==> src/rtl/membrane_threshold_unit_if.sv <==
// Stream and status bundle between the partial-sum network, the threshold
// stage and the memory-controller path.
interface membrane_threshold_unit_if #(
  parameter int DATA_WIDTH = 64
);
  logic [DATA_WIDTH-1:0] in_data;
  logic                  in_valid;
  logic                  in_ready;
  logic [DATA_WIDTH-1:0] out_data;
  logic                  out_valid;
  logic                  out_ready;
  logic [3:0]            timestep;
  logic                  done;
  logic                  err;

  modport master (
    output in_data, in_valid, out_ready,
    input  in_ready, out_data, out_valid, timestep, done, err
  );

  modport slave (
    input  in_data, in_valid, out_ready,
    output in_ready, out_data, out_valid, timestep, done, err
  );
endinterface

==> src/rtl/membrane_threshold_unit.sv <==
// Accumulates signed partial sums per neuron, fires against a threshold with
// subtractive reset, and emits one spike/potential packet per neuron per timestep.
module membrane_threshold_unit #(
  parameter int                     DATA_WIDTH    = 64,
  parameter int                     NUM_NEURONS   = 25,
  parameter int                     NUM_PARTIALS  = 5,
  parameter int                     NUM_TIMESTEPS = 10,
  parameter int                     POT_WIDTH     = 16,
  parameter logic signed [POT_WIDTH-1:0] THRESHOLD = 64,
  parameter logic [3:0]             MY_ADDR       = 4'b1110,
  parameter logic [3:0]             MEM_ADDR      = 4'b1101
) (
  input logic                      clk,
  input logic                      reset,
  membrane_threshold_unit_if.slave bus
);

  localparam int IDX_W = $clog2(NUM_NEURONS);
  localparam int CNT_W = $clog2(NUM_PARTIALS);

  typedef logic signed [POT_WIDTH-1:0] pot_t;

  localparam pot_t              POT_MAX     = {1'b0, {(POT_WIDTH-1){1'b1}}};
  localparam pot_t              POT_MIN     = {1'b1, {(POT_WIDTH-1){1'b0}}};
  localparam logic [CNT_W-1:0]  LAST_CNT    = CNT_W'(NUM_PARTIALS - 1);
  localparam logic [IDX_W-1:0]  LAST_NEURON = IDX_W'(NUM_NEURONS - 1);
  localparam logic [3:0]        LAST_TS     = 4'(NUM_TIMESTEPS - 1);
  localparam logic [5:0]        N_LIMIT     = 6'(NUM_NEURONS);

  pot_t                  pot_q [NUM_NEURONS];
  logic [CNT_W-1:0]      cnt_q [NUM_NEURONS];
  logic [IDX_W-1:0]      fire_cnt_q, fire_cnt_d;
  logic [3:0]            ts_q, ts_d;
  logic                  done_q, done_d;
  logic                  err_q, err_d;
  logic                  out_valid_q, out_valid_d;
  logic [DATA_WIDTH-1:0] out_data_q, out_data_d;

  logic [3:0]            dest;
  logic [1:0]            ptype;
  logic [5:0]            n_fld;
  logic [IDX_W-1:0]      n_idx;
  pot_t                  ps;
  pot_t                  pot_rd;
  logic [CNT_W-1:0]      cnt_rd;
  logic [POT_WIDTH:0]    sum_ext;
  pot_t                  s;
  logic                  spike;
  logic                  in_ready;
  logic                  accept;
  logic                  pkt_ok;
  logic                  upd;
  logic                  fire;
  logic                  is_last;
  pot_t                  pot_wr_d;
  logic [CNT_W-1:0]      cnt_wr_d;
  logic                  unused_bits;

  assign dest    = bus.in_data[63:60];
  assign ptype   = bus.in_data[55:54];
  assign n_fld   = bus.in_data[53:48];
  assign n_idx   = n_fld[IDX_W-1:0];
  assign ps      = bus.in_data[POT_WIDTH-1:0];
  assign unused_bits = ^{bus.in_data[59:56], bus.in_data[47:POT_WIDTH]};

  assign pot_rd  = pot_q[n_idx];
  assign cnt_rd  = cnt_q[n_idx];

  // A fire may only happen when the output slot is empty or draining this cycle,
  // so a new packet can replace the departing one without a bubble.
  assign in_ready = !done_q && (!out_valid_q || bus.out_ready);
  assign accept   = bus.in_valid && in_ready;
  assign pkt_ok   = (dest == MY_ADDR) && (ptype == 2'b10) && (n_fld < N_LIMIT);
  assign upd      = accept && pkt_ok;
  assign is_last  = (cnt_rd == LAST_CNT);
  assign fire     = upd && is_last;

  always_comb begin
    sum_ext = {pot_rd[POT_WIDTH-1], pot_rd} + {ps[POT_WIDTH-1], ps};
    s       = pot_t'(sum_ext[POT_WIDTH-1:0]);
    if (sum_ext[POT_WIDTH] != sum_ext[POT_WIDTH-1]) begin
      s = sum_ext[POT_WIDTH] ? POT_MIN : POT_MAX;
    end
    spike    = (s >= THRESHOLD);
    pot_wr_d = (is_last && spike) ? pot_t'(s - THRESHOLD) : s;
    cnt_wr_d = is_last ? '0 : cnt_rd + 1'b1;
  end

  always_comb begin
    fire_cnt_d  = fire_cnt_q;
    ts_d        = ts_q;
    done_d      = done_q;
    err_d       = err_q | (accept && !pkt_ok);
    out_valid_d = out_valid_q && !bus.out_ready;
    out_data_d  = out_data_q;

    if (fire) begin
      out_valid_d                     = 1'b1;
      out_data_d                      = '0;
      out_data_d[63:60]               = MEM_ADDR;
      out_data_d[59:56]               = MY_ADDR;
      out_data_d[55:54]               = 2'b11;
      out_data_d[53:48]               = n_fld;
      out_data_d[47:44]               = ts_q;
      out_data_d[16 +: POT_WIDTH]     = s;
      out_data_d[0]                   = spike;

      if (fire_cnt_q == LAST_NEURON) begin
        fire_cnt_d = '0;
        if (ts_q == LAST_TS) begin
          done_d = 1'b1;
        end else begin
          ts_d = ts_q + 4'd1;
        end
      end else begin
        fire_cnt_d = fire_cnt_q + 1'b1;
      end
    end
  end

  always_ff @(posedge clk) begin
    if (reset) begin
      for (int unsigned i = 0; i < NUM_NEURONS; i++) begin
        pot_q[i] <= '0;
        cnt_q[i] <= '0;
      end
      fire_cnt_q  <= '0;
      ts_q        <= '0;
      done_q      <= 1'b0;
      err_q       <= 1'b0;
      out_valid_q <= 1'b0;
      out_data_q  <= '0;
    end else begin
      if (upd) begin
        pot_q[n_idx] <= pot_wr_d;
        cnt_q[n_idx] <= cnt_wr_d;
      end
      fire_cnt_q  <= fire_cnt_d;
      ts_q        <= ts_d;
      done_q      <= done_d;
      err_q       <= err_d;
      out_valid_q <= out_valid_d;
      out_data_q  <= out_data_d;
    end
  end

  assign bus.in_ready  = in_ready;
  assign bus.out_valid = out_valid_q;
  assign bus.out_data  = out_data_q;
  assign bus.timestep  = ts_q;
  assign bus.done      = done_q;
  assign bus.err       = err_q;

endmodule
==> src/flat_wrapper.sv <==
// flat-port wrapper written by rule: the top's interface ports become plain ports
module membrane_threshold_unit_flat 
#(
  parameter int                     DATA_WIDTH    = 64,
  parameter int                     NUM_NEURONS   = 25,
  parameter int                     NUM_PARTIALS  = 5,
  parameter int                     NUM_TIMESTEPS = 10,
  parameter int                     POT_WIDTH     = 16,
  parameter logic signed [POT_WIDTH-1:0] THRESHOLD = 64,
  parameter logic [3:0]             MY_ADDR       = 4'b1110,
  parameter logic [3:0]             MEM_ADDR      = 4'b1101
)
  (clk, reset, bus_in_data, bus_in_valid, bus_out_ready, bus_in_ready, bus_out_data, bus_out_valid, bus_timestep, bus_done, bus_err);
  membrane_threshold_unit_if #(.DATA_WIDTH(DATA_WIDTH)) bus_i ();
  input logic clk;
  input logic reset;
  input wire logic [$bits(bus_i.in_data)-1:0] bus_in_data;
  input wire logic [$bits(bus_i.in_valid)-1:0] bus_in_valid;
  input wire logic [$bits(bus_i.out_ready)-1:0] bus_out_ready;
  output wire logic [$bits(bus_i.in_ready)-1:0] bus_in_ready;
  output wire logic [$bits(bus_i.out_data)-1:0] bus_out_data;
  output wire logic [$bits(bus_i.out_valid)-1:0] bus_out_valid;
  output wire logic [$bits(bus_i.timestep)-1:0] bus_timestep;
  output wire logic [$bits(bus_i.done)-1:0] bus_done;
  output wire logic [$bits(bus_i.err)-1:0] bus_err;
  assign bus_i.in_data = bus_in_data;
  assign bus_i.in_valid = bus_in_valid;
  assign bus_i.out_ready = bus_out_ready;
  assign bus_in_ready = bus_i.in_ready;
  assign bus_out_data = bus_i.out_data;
  assign bus_out_valid = bus_i.out_valid;
  assign bus_timestep = bus_i.timestep;
  assign bus_done = bus_i.done;
  assign bus_err = bus_i.err;
  membrane_threshold_unit #(.DATA_WIDTH(DATA_WIDTH), .NUM_NEURONS(NUM_NEURONS), .NUM_PARTIALS(NUM_PARTIALS), .NUM_TIMESTEPS(NUM_TIMESTEPS), .POT_WIDTH(POT_WIDTH), .THRESHOLD(THRESHOLD), .MY_ADDR(MY_ADDR), .MEM_ADDR(MEM_ADDR)) u_core (.clk(clk), .reset(reset), .bus(bus_i));
endmodule
==> config.mk <==
export PLATFORM = sky130hd
export DESIGN_NAME = membrane_threshold_unit_flat
export DESIGN_NICKNAME = d
export VERILOG_FILES = /design/src/rtl/membrane_threshold_unit_if.sv /design/src/rtl/membrane_threshold_unit.sv /design/src/flat_wrapper.sv
export SDC_FILE = /design/constraint.sdc
export NUM_CORES = 1
export LEC_CHECK = 0
export ABC_AREA = 0
export CAP_MARGIN = 15
export CORE_MARGIN = 2
export CORE_UTILIZATION = 55
export DETAILED_ROUTE_END_ITERATION = 8
export GPL_TIMING_DRIVEN = 0
export PLACE_DENSITY_LB_ADDON = 0.2
export REMOVE_ABC_BUFFERS = 1
export SETUP_SLACK_MARGIN = 0.05
export SLEW_MARGIN = 25
export SYNTH_ARGS = -nofsm -noshare
export SYNTH_HDL_FRONTEND = slang
export SYNTH_SLANG_ARGS = --single-unit
export TNS_END_PERCENT = 50
==> constraint.sdc <==
create_clock -name clk -period 10.1 [get_ports clk]
set_input_delay 1.01 -clock clk [delete_from_list [all_inputs] [get_ports clk]]
set_output_delay 1.01 -clock clk [all_outputs]
set_load 0.005 [all_outputs]
==> Word level (Yosys, flattened, before mapping) <==
Memory sizes are Yosys's and may differ from the RTL's.
Cells that the tools add are included.
{ "classes": {"add_sub_neg": 5, "n_lt_le_gt_ge": 2, "n_eq_ne": 6, "mux": 17, "n_bitwise": 2, "reduce_logical": 18} }
{ "ops": {"columns": ["op", "n"], "rows": [
  ["two-way mux 16 bit", 4],
  ["adder 16 x 16 -> 17 bit", 1],
  [">= comparator 16 x 8 -> 1 bit (second input constant)", 1],
  ["OR reduction 16 bit", 1],
  ["subtractor 16 x 8 -> 16 bit (second input constant)", 1],
  ["two-way mux 5 bit", 3],
  ["logical AND 1 bit", 9],
  ["equality test 4 bit (second input constant)", 2],
  ["two-way mux 1 bit", 8],
  ["< comparator 6 x 5 -> 1 bit (second input constant)", 1],
  ["two-way mux 3 bit", 2],
  ["AND reduction 3 bit", 2],
  ["adder 5 x 1 -> 5 bit (second input constant)", 1],
  ["equality test 5 bit (second input constant)", 1],
  ["adder 4 x 1 -> 4 bit (second input constant)", 1],
  ["zero test 1 bit", 4],
  ["adder 3 x 1 -> 3 bit (second input constant)", 1],
  ["equality test 3 bit (second input constant)", 1],
  ["OR reduction 3 bit", 1],
  ["equality test 2 bit (second input constant)", 1],
  ["logical OR 1 bit", 1],
  ["inequality test 1 bit", 1],
  ["NOT 1 bit", 1],
  ["OR 1 bit", 1]
]} }
{ "totals": {"reg_bits": 40, "ram_bits": 475, "in_bits": 68, "out_inout_bits": 72, "word_cells": 58, "n_memories": 2} }
{ "mem_list": {"columns": ["name", "words", "word_bits", "rd", "rd_ports_with_merged_regs", "write_ports", "line_no", "text"], "rows": [
  ["u_core.pot_q", 25, 16, 1, 0, 25, "membrane_threshold_unit.sv:30", "pot_t pot_q [NUM_NEURONS];"],
  ["u_core.cnt_q", 25, 3, 1, 0, 25, "membrane_threshold_unit.sv:31", "logic [CNT_W-1:0] cnt_q [NUM_NEURONS];"]
]} }

==> Longest topological paths before layout <==
{ "depth": {"depth_word": 10, "depth_mapped": 29, "depth_no_buf": 22} }

==> Least setup slack after synthesis <==
No wires, ideal clock.
{ "synth_timing": {"kind": "input-to-reg", "startpoint": "in bus_in_data[48]", "endpoint": "mem u_core.pot_q[25][9] in the netlist's numbering, data pin", "setup_time_ps": 294, "arrival_time_ps": 7289, "setup_slack_ps": 2517, "cell_stages": 23, "path_buffers": 5, "path_cell_list": "buf_2 -> buf_1 -> clkbuf_1 -> mux4_2 -> mux4_2 -> mux2_2 -> ha_1 -> buf_2 -> o211a_1 -> a21bo_2 -> a211oi_1 -> o311ai_0 -> a221oi_1 -> nor2_4 -> inv_2 -> ha_1 -> nand3_1 -> or3_1 -> o2111ai_2 -> o31ai_4 -> o31ai_2 -> clkbuf_1 -> nand2_1"} }
{ "synth_rtl": {"columns": ["element", "line_no", "text"], "rows": [
  ["start: declaration", "flat_wrapper.sv:17", "input wire logic [$bits(bus_i.in_data)-1:0] bus_in_data;"],
  ["end: declaration", "membrane_threshold_unit.sv:30", null]
]} }

==> impl_metrics.tcl <==
set metrics [dict create \
    cts_hold_buf 0 \
    hold_viol_final 0 \
    io-pin-count 140 \
    ys.flop_type "edfxtp_1" \
    final_cell_mix "608 x edfxtp_1, 447 x nor2_1, 178 x mux4_2" \
    end_kind "flop" \
    syn_avg_cell_area_um2 14.6 \
    clkSinkCount 648 \
    crit_chain "buf_8 > buf_16 > mux4_2 > mux4_2 > mux2_2 > ha_1 > o211a_1 > a21bo_2 > a211oi_1 > o311ai_0 > a221oi_1 > nor2_4 > inv_2 > ha_1 > nand3_1 > or3_1 > o2111ai_2 > o31ai_4 > or4_2 > nand2_1" \
    fin_worst_skew_ns 0.0352 \
    crit_arrival_ns 8.66 \
    wl_per_cell_um 25.4 \
    crit_path_max_fanout 53 \
    cp_slowest_cell "or4_2" \
    ir_drop_uv 137 \
    drc 0 \
    n_fill_cell 3785 \
    clock-root-buffer "clkbuf_16" \
    cp_top_family "compound AO/OA/AOI/OAI gates" \
    seq_area_frac_synth 0.645 \
    portBuffers 74 \
    antenna_found_initial 5 \
    clkLatencyLatePin_ns 0.62 \
    synth_top_area_cell "edfxtp_1" \
    vias 17750 \
    synth-edff-count 608 \
    power.total_mw 7.60 \
    grt_pass1_vias 17707 \
    worst-path-buf-inv 3 \
    yosys-top-cells-area "edfxtp_1 62%, mux4_2 14%, nor2_1 5.7%, dfxtp_1 2.7%, a21oi_1 1.6%" \
    hpwl_um 45600 \
    worst_slew_pin_slew_ns 1.13 \
    clkSlewWorstSetupHoldPaths_ns 0.06 \
    cts_setup_buffers 0 \
    path_class "in2reg" \
    grtUsageTotal 0.267 \
    htreeDepth 3 \
    core_area_um2 52900 \
    dr.first_iter.drc_count 2156 \
    critPathLaunchType "input port" \
    slew_headroom 0.246 \
    worstSetupStartpoint "bus_in_data[48]" \
    die_h_um 236 \
    reg2reg_from "u_core.pot_q[3][13]" \
    drive_gt1_frac 0.187 \
    viasPerCell 6.16 \
    start_util 0.559 \
    hold_class "reg2reg" \
    synth.ff_latch_count 648 \
    syn_inst 2024 \
    grt_max_degree 80 \
    drtAntennaViolNets 0 \
    cts.path.max_buffers 3 \
    final-instance-count-excl-fill 2882 \
    synth.top_cell.area_share 0.618 \
    tritoncts "done" \
    max-cap-violations 0 \
    drv_slew 0 \
    syn-cell-area_um2 29600 \
    crit_required_ns 10.50 \
    chipWidth_um 236 \
    cellPowerDensity_nw_per_um2 225 \
    synthToLayoutAreaGrowth_pct 14.2 \
    finalSetupViolCount 0 \
    dp.cells 2756 \
    fin_crit_ns 8.26 \
    period_share 0.818 \
    fmax_ghz 0.121 \
    status "finished, final reports clean" \
    rows 84 \
    dr.pass1.iters 5 \
    layout.nets 2233 \
    power_leakage_nw 12.3 \
    rsz0062_at_grt "false" \
    grt_overflow 0 \
    async_reset_ff_frac 0 \
    numCtsBuffers 70 \
    routabilityCongestion 0.872 \
    die_area_um2 55600 \
    ys_warn_count 0 \
    ys_types 90 \
    max_stage_delay_ns 1.04 \
    grt_pass1_wl_um 109000 \
    hp-start "u_core.bus.out_data[53]" \
    ctsResizeCount 0 \
    layout_commonest_cell "edfxtp_1" \
    routed_wl_um 73300 \
    postLayoutCoreUtil 0.639 \
]
[final cells by class]
class                      count  area (µm²)  share of cell area
clock inverter                31         332             0.00982
clock buffer                  94        1950              0.0576
timing repair buffer          99        1290              0.0381
sequential                   648       19100               0.564
multi-input combinational   1288       10200               0.301
antenna                        1        2.50           0.0000741
tap                          688         861              0.0255
inverter                      33         124             0.00367
[cells in the mapped netlist (all sizes together) (9+ instances only)]
master and count:
buf 110, mux2 18, edfxtp 608, nor3 36, nand2 51, dfxtp 40
a21oi 95, mux2i 31, ha 24, clkbuf 106, nand3 12, nor2 450
nor4 9, nand2b 32, inv 32, a211oi 14, mux4 178, nor2b 11
o21ai 18
[through the flow]
stage	hold slack [ns]	setup slack (ns)	instance area, µm²	TNS (ns)
2_1_floorplan	0.461	3.30	29100	0
3_3_place_gp	0.454	-9.46	30700	-6935.11
3_5_place_dp	0.473	1.15	31500	0
4_1_cts	0.482	1.73	33800	0
5_1_grt	0.493	1.36	33800	0
6_report	0.475	1.84	33800	0
[sequential cells by signal, summed over array words and instances (netlist names)]
signal and flops:
u_core.pot_q 512, u_core.cnt_q 96, u_core.bus.out_data 28, u_core.fire_cnt_q 5, u_core.bus.timestep 4, u_core.bus.done 1, u_core.bus.err 1, u_core.bus.out_valid 1
[cells by family after synthesis]
kind of cell | after synthesis | synth area share
AO/OA/AOI/OAI | 205 | 0.0475
XOR/XNOR | 15 | 0.00470
adder cells (fa/ha/maj) | 29 | 0.0122
buffers and inverters | 249 | 0.0409
flip-flops | 648 | 0.645
multiplexers | 227 | 0.153
other | 1 | 0.000127
AND/OR/NAND/NOR | 650 | 0.0968
[worst paths after layout]
kind                             end  cells after the start  slack, ns
min          u_core.bus.out_data[53]                      1       0.47
min reg2reg  u_core.bus.out_data[53]                      1       0.47
max reg2reg      u_core.pot_q[26][9]                     21       2.66
max              u_core.pot_q[26][9]                     20       1.84
[report_power, final]
part           internal, mW  switching (mW)
logic                 0.539            1.15
clock network          1.51            1.03
registers              3.31          0.0624
total                  5.35            2.24
[metal layers]
metal | vias to the layer above | GRT usage | part of all wire
li1 | 7693 | - | -
met1 | 9027 | 0.356 | 0.38
met2 | 866 | 0.441 | 0.50
met3 | 160 | 0.0501 | 0.088
met4 | 4 | 0.0981 | 0.031
met5 | - | 0 | 0.00049
Power figures use the tool's default switching activity.
